## src/rtl/cpu_mem_arbiter.sv

```systemverilog
// ---------------------------------------------------------------------------
// cpu_mem_arbiter
//
// Two-to-one arbiter between the LC-3b cpu's instruction-fetch port (imem_*)
// and data port (mem_*), serialised onto a single word-level port toward the
// L2 cache (l2_*). Under contention grants alternate round-robin. The L2
// request is registered when granted and held stable until l2_resp. The
// response is steered back to the granted client with no added latency.
//
// Ports
//   clk, reset          rising-edge clock, asynchronous active-high reset
//   imem_*              fetch client: address/wdata/byte_enable/read/write in,
//                       rdata/resp out
//   mem_*               data client: same shape as imem_*
//   l2_address/wdata/   registered downstream request
//   read/write/byte_enable
//   l2_rdata, l2_resp   downstream read data and completion
// ---------------------------------------------------------------------------
module cpu_mem_arbiter #(
  parameter int ADDR_WIDTH = 16,
  parameter int DATA_WIDTH = 16
) (
  input  logic                    clk,
  input  logic                    reset,

  input  logic [ADDR_WIDTH-1:0]   imem_address,
  input  logic [DATA_WIDTH-1:0]   imem_wdata,
  input  logic                    imem_read,
  input  logic                    imem_write,
  input  logic [DATA_WIDTH/8-1:0] imem_byte_enable,
  output logic [DATA_WIDTH-1:0]   imem_rdata,
  output logic                    imem_resp,

  input  logic [ADDR_WIDTH-1:0]   mem_address,
  input  logic [DATA_WIDTH-1:0]   mem_wdata,
  input  logic                    mem_read,
  input  logic                    mem_write,
  input  logic [DATA_WIDTH/8-1:0] mem_byte_enable,
  output logic [DATA_WIDTH-1:0]   mem_rdata,
  output logic                    mem_resp,

  output logic [ADDR_WIDTH-1:0]   l2_address,
  output logic [DATA_WIDTH-1:0]   l2_wdata,
  output logic                    l2_read,
  output logic                    l2_write,
  output logic [DATA_WIDTH/8-1:0] l2_byte_enable,
  input  logic [DATA_WIDTH-1:0]   l2_rdata,
  input  logic                    l2_resp
);

  localparam int BE_WIDTH = DATA_WIDTH / 8;

  typedef enum logic [1:0] {
    IDLE,
    SERVE_I,
    SERVE_D
  } state_e;

  typedef enum logic {
    GRANT_I,
    GRANT_D
  } grant_e;

  state_e state;
  grant_e last_grant;

  logic i_pend;
  logic d_pend;
  logic pick_d;

  // Selected client's request fields, muxed ahead of the l2_* registers.
  logic [ADDR_WIDTH-1:0] sel_address;
  logic [DATA_WIDTH-1:0] sel_wdata;
  logic [BE_WIDTH-1:0]   sel_byte_enable;
  logic                  sel_write;

  assign i_pend = imem_read | imem_write;
  assign d_pend = mem_read  | mem_write;

  // D wins when it is the only requester, or when both request and I had
  // the previous grant. Only evaluated in IDLE, so a held strobe of the
  // client just served cannot be re-granted ahead of a waiting peer.
  assign pick_d = d_pend & (~i_pend | (last_grant == GRANT_I));

  assign sel_address     = pick_d ? mem_address     : imem_address;
  assign sel_wdata       = pick_d ? mem_wdata       : imem_wdata;
  assign sel_byte_enable = pick_d ? mem_byte_enable : imem_byte_enable;
  // A request with both strobes high is treated as a write.
  assign sel_write       = pick_d ? mem_write       : imem_write;

  always_ff @(posedge clk or posedge reset) begin
    if (reset) begin
      state          <= IDLE;
      last_grant     <= GRANT_I;
      l2_address     <= '0;
      l2_wdata       <= '0;
      l2_byte_enable <= '0;
      l2_read        <= 1'b0;
      l2_write       <= 1'b0;
    end else begin
      // NOTE: non-blocking assignments here so every register samples the
      // pre-edge value of its neighbours; blocking would create ordering
      // dependent races between state and the latched request.
      case (state)
        IDLE: begin
          if (i_pend | d_pend) begin
            state          <= pick_d ? SERVE_D : SERVE_I;
            last_grant     <= pick_d ? GRANT_D : GRANT_I;
            l2_address     <= sel_address;
            l2_wdata       <= sel_wdata;
            l2_byte_enable <= sel_byte_enable;
            l2_write       <= sel_write;
            l2_read        <= ~sel_write;
          end
        end
        SERVE_I, SERVE_D: begin
          // Request fields stay frozen; only completion moves us on.
          if (l2_resp) begin
            state    <= IDLE;
            l2_read  <= 1'b0;
            l2_write <= 1'b0;
          end
        end
        default: state <= IDLE;
      endcase
    end
  end

  // Return path is purely combinational: zero added latency. l2_resp seen
  // in IDLE (state after reset, or a stray pulse) reaches neither client.
  assign imem_resp  = (state == SERVE_I) & l2_resp;
  assign mem_resp   = (state == SERVE_D) & l2_resp;
  assign imem_rdata = l2_rdata;
  assign mem_rdata  = l2_rdata;

endmodule

```

## config.mk

```make
export PLATFORM = sky130hd
export DESIGN_NAME = cpu_mem_arbiter
export DESIGN_NICKNAME = d
export VERILOG_FILES = /design/src/rtl/cpu_mem_arbiter.sv
export SDC_FILE = /design/constraint.sdc
export NUM_CORES = 1
export LEC_CHECK = 0
export CAP_MARGIN = 10
export CORE_UTILIZATION = 36
export DETAILED_ROUTE_END_ITERATION = 6
export GPL_TIMING_DRIVEN = 0
export PLACE_DENSITY_LB_ADDON = 0.05
export SYNTH_ARGS = -nofsm -noshare
export SYNTH_HDL_FRONTEND = slang
export SYNTH_SLANG_ARGS = --single-unit
```

## constraint.sdc

```tcl
create_clock -name clk -period 2.9 [get_ports clk]
set_input_delay 0.58 -clock clk [delete_from_list [all_inputs] [get_ports clk]]
set_output_delay 0.58 -clock clk [all_outputs]
set_load 0.1 [all_outputs]
```

Word-level counts from Yosys, hierarchy flattened
Cells that the tools add are included.
{"block": "totals", "inputBits": 91, "out_inout_bits": 70, "register_bits": 39}
{"block": "classes", "n_eq_ne": 4, "bitwise_logic": 10, "reduce_logical": 6, "mux": 14}
{"operator": "$mux 16", "n": 2}
{"operator": "$mux 2", "n": 4}
{"operator": "$mux 1", "n": 5}
{"operator": "$ne 2x2->1 const B", "n": 2}
{"operator": "$or 1x1->1", "n": 4}
{"operator": "$pmux 1 s2", "n": 2}
{"operator": "$pmux 2 s2", "n": 1}
{"operator": "$reduce_and 2->1", "n": 2}
{"operator": "$and 1x1->1", "n": 3}
{"operator": "$not 1->1", "n": 3}
{"operator": "$reduce_and 3->1", "n": 1}
{"operator": "$eq 2x1->1 const B", "n": 1}
{"operator": "$eq 2x2->1 const B", "n": 1}
{"operator": "$logic_not 2->1", "n": 1}
{"operator": "$reduce_bool 2->1", "n": 1}
{"operator": "$reduce_or 2->1", "n": 1}

Logic depth before layout (Yosys ltp)
{"block": "logic_depth", "word_depth": 8, "mapped_depth": 7, "depth_no_buf": 6}

Worst setup path after synthesis
No wires, ideal clock.
{"block": "synth_timing", "path_kind": "register to output", "from": "register state[0]", "to": "output mem_resp", "path_stages_with_launch": 4, "arrival_ps": 1321, "slack_ps": 999, "required_ps": 2320, "cell_sequence": "dfrtp_1 -> inv_1 -> ha_1 -> and2_1"}
{"block": "synth_via", "elab_chain_len": 2}
{"item": "start: declaration", "line_no": "64", "rtl": "state_e state;"}
{"item": "start signal: assignment", "line_no": "107", "rtl": "state <= pick_d ? SERVE_D : SERVE_I;"}
{"item": "$eq 2x2->1", "line_no": "132", "rtl": "assign mem_resp = (state == SERVE_D) & l2_resp;"}
{"item": "$and 1x1->1", "line_no": "132"}
{"item": "end: declaration", "line_no": "40", "rtl": "output logic mem_resp,"}
Every way passes these cells.

Final worst setup path
{"block": "layout_timing", "from": "input l2_resp", "to": "output imem_resp"}
{"block": "layout_via", "elab_chain_len": 1}
{"item": "start: declaration", "line_no": "48", "rtl": "input logic l2_resp"}
{"item": "$and 1x1->1", "line_no": "131", "rtl": "assign imem_resp = (state == SERVE_I) & l2_resp;"}
{"item": "end: declaration", "line_no": "32", "rtl": "output logic imem_resp,"}
Every way passes these cells.

==> out/qor.yml <==
status:
  status: "finished, final reports clean"
sta:
  fmax_mhz: 381
  rsz0062_at_grt: "no"
  finClkSkew_ps: 7.45
  tightestPinTransition_ps: 997
  final_hold_viol_count: 0
  finalCritPeriodShare_pct: 90.6
  finalMaxSlewViolations: 0
  finalSetupViolCount: 0
  layout_setup_ws_ps: 274
  fin_crit_ps: 2630
  slew_headroom_pct: 33.3
  setup_tns_ps: 0
worst_setup_path:
  worstPathCellList: "clkdlybuf4s50_1 > and2_1 > dlygate4sd2_1"
  r2r-end: "l2_wdata[2]$_DFFE_PP0P_"
  worstPathMaxFanout: 3
  endpoint_kind: "output pin"
  slowest_stage: "dlygate4sd2_1"
  crit_required_ps: 2320
  reg2reg_slack_ps: 1150
  crit-reg2reg-launch: "state[0]$_DFFE_PP0P_"
  critPathKind: "input pin to output pin"
  slowest_delay_ps: 840
  critPathLaunchType: "input pin"
  r2r_cells: 7
  crit_arrival_ps: 2050
layout:
  final_net_count: 428
  n_antenna_cell: 0
  final_util_pct: 69.4
  drive_above_1_share_pct: 16.1
  area_growth_pct: 81.4
placed_design:
  port_buffers: 144
  dp_slack_ps: -9.68
  gp_routability_congestion: 0.771
  dp_hpwl_mm: 4.52
min_path:
  hp-start: "l2_address[15]$_DFFE_PP0P_"
  hold_path.class: "register to register"
  min_to: "l2_address[15]$_DFFE_PP0P_"
  hold_depth: 2
logic_synthesis:
  synth.distinct_cells: 23
  synth_area_um2: 2000
  syn_inst: 183
  synth_seq_area_share_pct: 48.8
  syn-mean-instance-area_um2: 10.9
  synth-seq-cells: 39
  synth.area.top_cells: "dfrtp_1 49%, a222oi_1 17%, buf_4 12%"
  yosys_warnings: 0
  syn_nets: 277
  synth.top_cell.area_share_pct: 48.8
  yosysTopAreaCell: "dfrtp_1"
global_routing:
  antenna_found_initial: 0
  grt_max_degree: 40
  grt_first_pass_wirelength_mm: 9.80
  overflow: 0
  grtUsageTotal_pct: 21.1
  grt_pass1_vias: 1923
die:
  dieArea_um2: 5860
  ioPinCount: 161
  fp-row-count: 26
  initial_utilization_pct: 38.2
  die_h_um: 76.6
  die_x_um: 76.6
  core_area_um2: 5240
detailed_routing:
  ant_nets: 0
  first_iter_violations: 211
  via_count: 1969
  drcViolationCount: 0
  wl_mm: 5.91
  dr.pass1.iters: 6
  via_per_inst: 4.86
  drt-wirelength-per-cell_um: 14.6
clocking:
  cts_buffers: 5
  cts_tree: "built"
  root_buffer: "clkbuf_8"
  clk_latency_ps: 290
  cts_buffer_depth: 2
  cts_setup_buffers: 0
  cts_resized: 2
  clock_sinks: 39
  holdBufCountCts: 0
  htree_levels: 2
  clkTransAtPathRegs_ps: 80
run:
  drv_cap: 0
[Yosys cell counts]
| cell type | instances |
|---|---|
| inv_1 | 41 |
| dfrtp_1 | 39 |
| a222oi_1 | 34 |
| buf_4 | 33 |
| buf_2 | 4 |
| buf_6 | 4 |
| a21oi_1 | 3 |
| buf_8 | 3 |
| ha_1 | 3 |
| nor2_1 | 3 |
| and2_1 | 2 |
| nand2b_1 | 2 |
| o22ai_1 | 2 |
| a211o_1 | 1 |
| a22o_1 | 1 |
| a31oi_1 | 1 |
| and3b_1 | 1 |
| nand2_1 | 1 |
| nor2b_1 | 1 |
| nor4_1 | 1 |
| o21ai_1 | 1 |
| o221a_2 | 1 |
| o31ai_1 | 1 |
[layout make-up]
type	instances	area (um2)
fill	439	1610
timing repair buffer	144	1440
sequential	39	976
multi-input combinational	59	514
buffer	44	358
inverter	41	154
clock buffer	7	96.3
tap	70	87.6
clock inverter	1	7.51
[worst max-delay path by stage]
stage | startpoint | endpoint | slack [ps]
2_1_floorplan | state[0]$_DFFE_PP0P_ | mem_resp | 1000
3_3_place_gp | l2_resp | imem_resp | -10
3_5_place_dp | l2_resp | imem_resp | -10
4_1_cts | l2_resp | imem_resp | 270
5_1_grt | l2_resp | mem_resp | 240
6_report | l2_resp | imem_resp | 270
[flip-flops by register name (all words and copies together), names as in the netlist]
signal / count
l2_address: 16
l2_wdata: 16
l2_byte_enable: 2
state: 2
l2_read: 1
l2_write: 1
last_grant: 1
[worst max-delay path, delay by kind of cell]
kind                   cells  cell delay (ps)
AND/OR/NAND/NOR            1              120
buffers and inverters      2             1340
[through the flow]
step | hold slack (ps) | cell area, um2 | instances
2_1_floorplan | 519 | 2000 | 183
3_3_place_gp | 467 | 3530 | 397
3_5_place_dp | 476 | 3530 | 397
4_1_cts | 493 | 3630 | 405
5_1_grt | 513 | 3630 | 405
6_report | 492 | 3630 | 405
[per-layer routing]
| metal | vias up | routed length, um | track usage (%) |
|---|---|---|---|
| met5 | - | 0 | 0 |
| met4 | 0 | 70 | 6.54 |
| met3 | 8 | 542 | 6.95 |
| met2 | 116 | 2870 | 34.1 |
| met1 | 917 | 2430 | 26.6 |
| li1 | 928 | - | - |
[logic make-up (layout without fill, tap and decap cells)]
kind of cell	Yosys count	in the layout	synth area share, %
AOI/OAI and AO/OA	45	45	20.8
adders and majority gates	3	3	1.88
buffers and inverters	85	237	25.6
DFF	39	39	48.8
and+or+nand+nor	11	11	3.06
[layout by cell type, fill, tap and decap left out]
master	n
clkdlybuf4s50_1	142
o31ai_1	1
ha_1	3
a222oi_1	34
buf_6	4
and2_1	2
buf_4	33
buf_2	4
clkinvlp_4	1
inv_2	1
a211o_1	1
and3b_1	1
inv_1	40
nand2b_1	2
o22ai_1	2
a31oi_1	1
buf_8	3
nand2_1	1
a22o_1	1
clkbuf_8	7
o221a_2	1
dfrtp_1	39
nor4_1	1
dlygate4sd2_1	2
o21ai_1	1
nor2b_1	1
nor2_1	3
a21oi_1	3
Power is left out: the tool's default activity adds up to more than one toggle a clock period on the data nets, which glitch-free logic cannot reach.
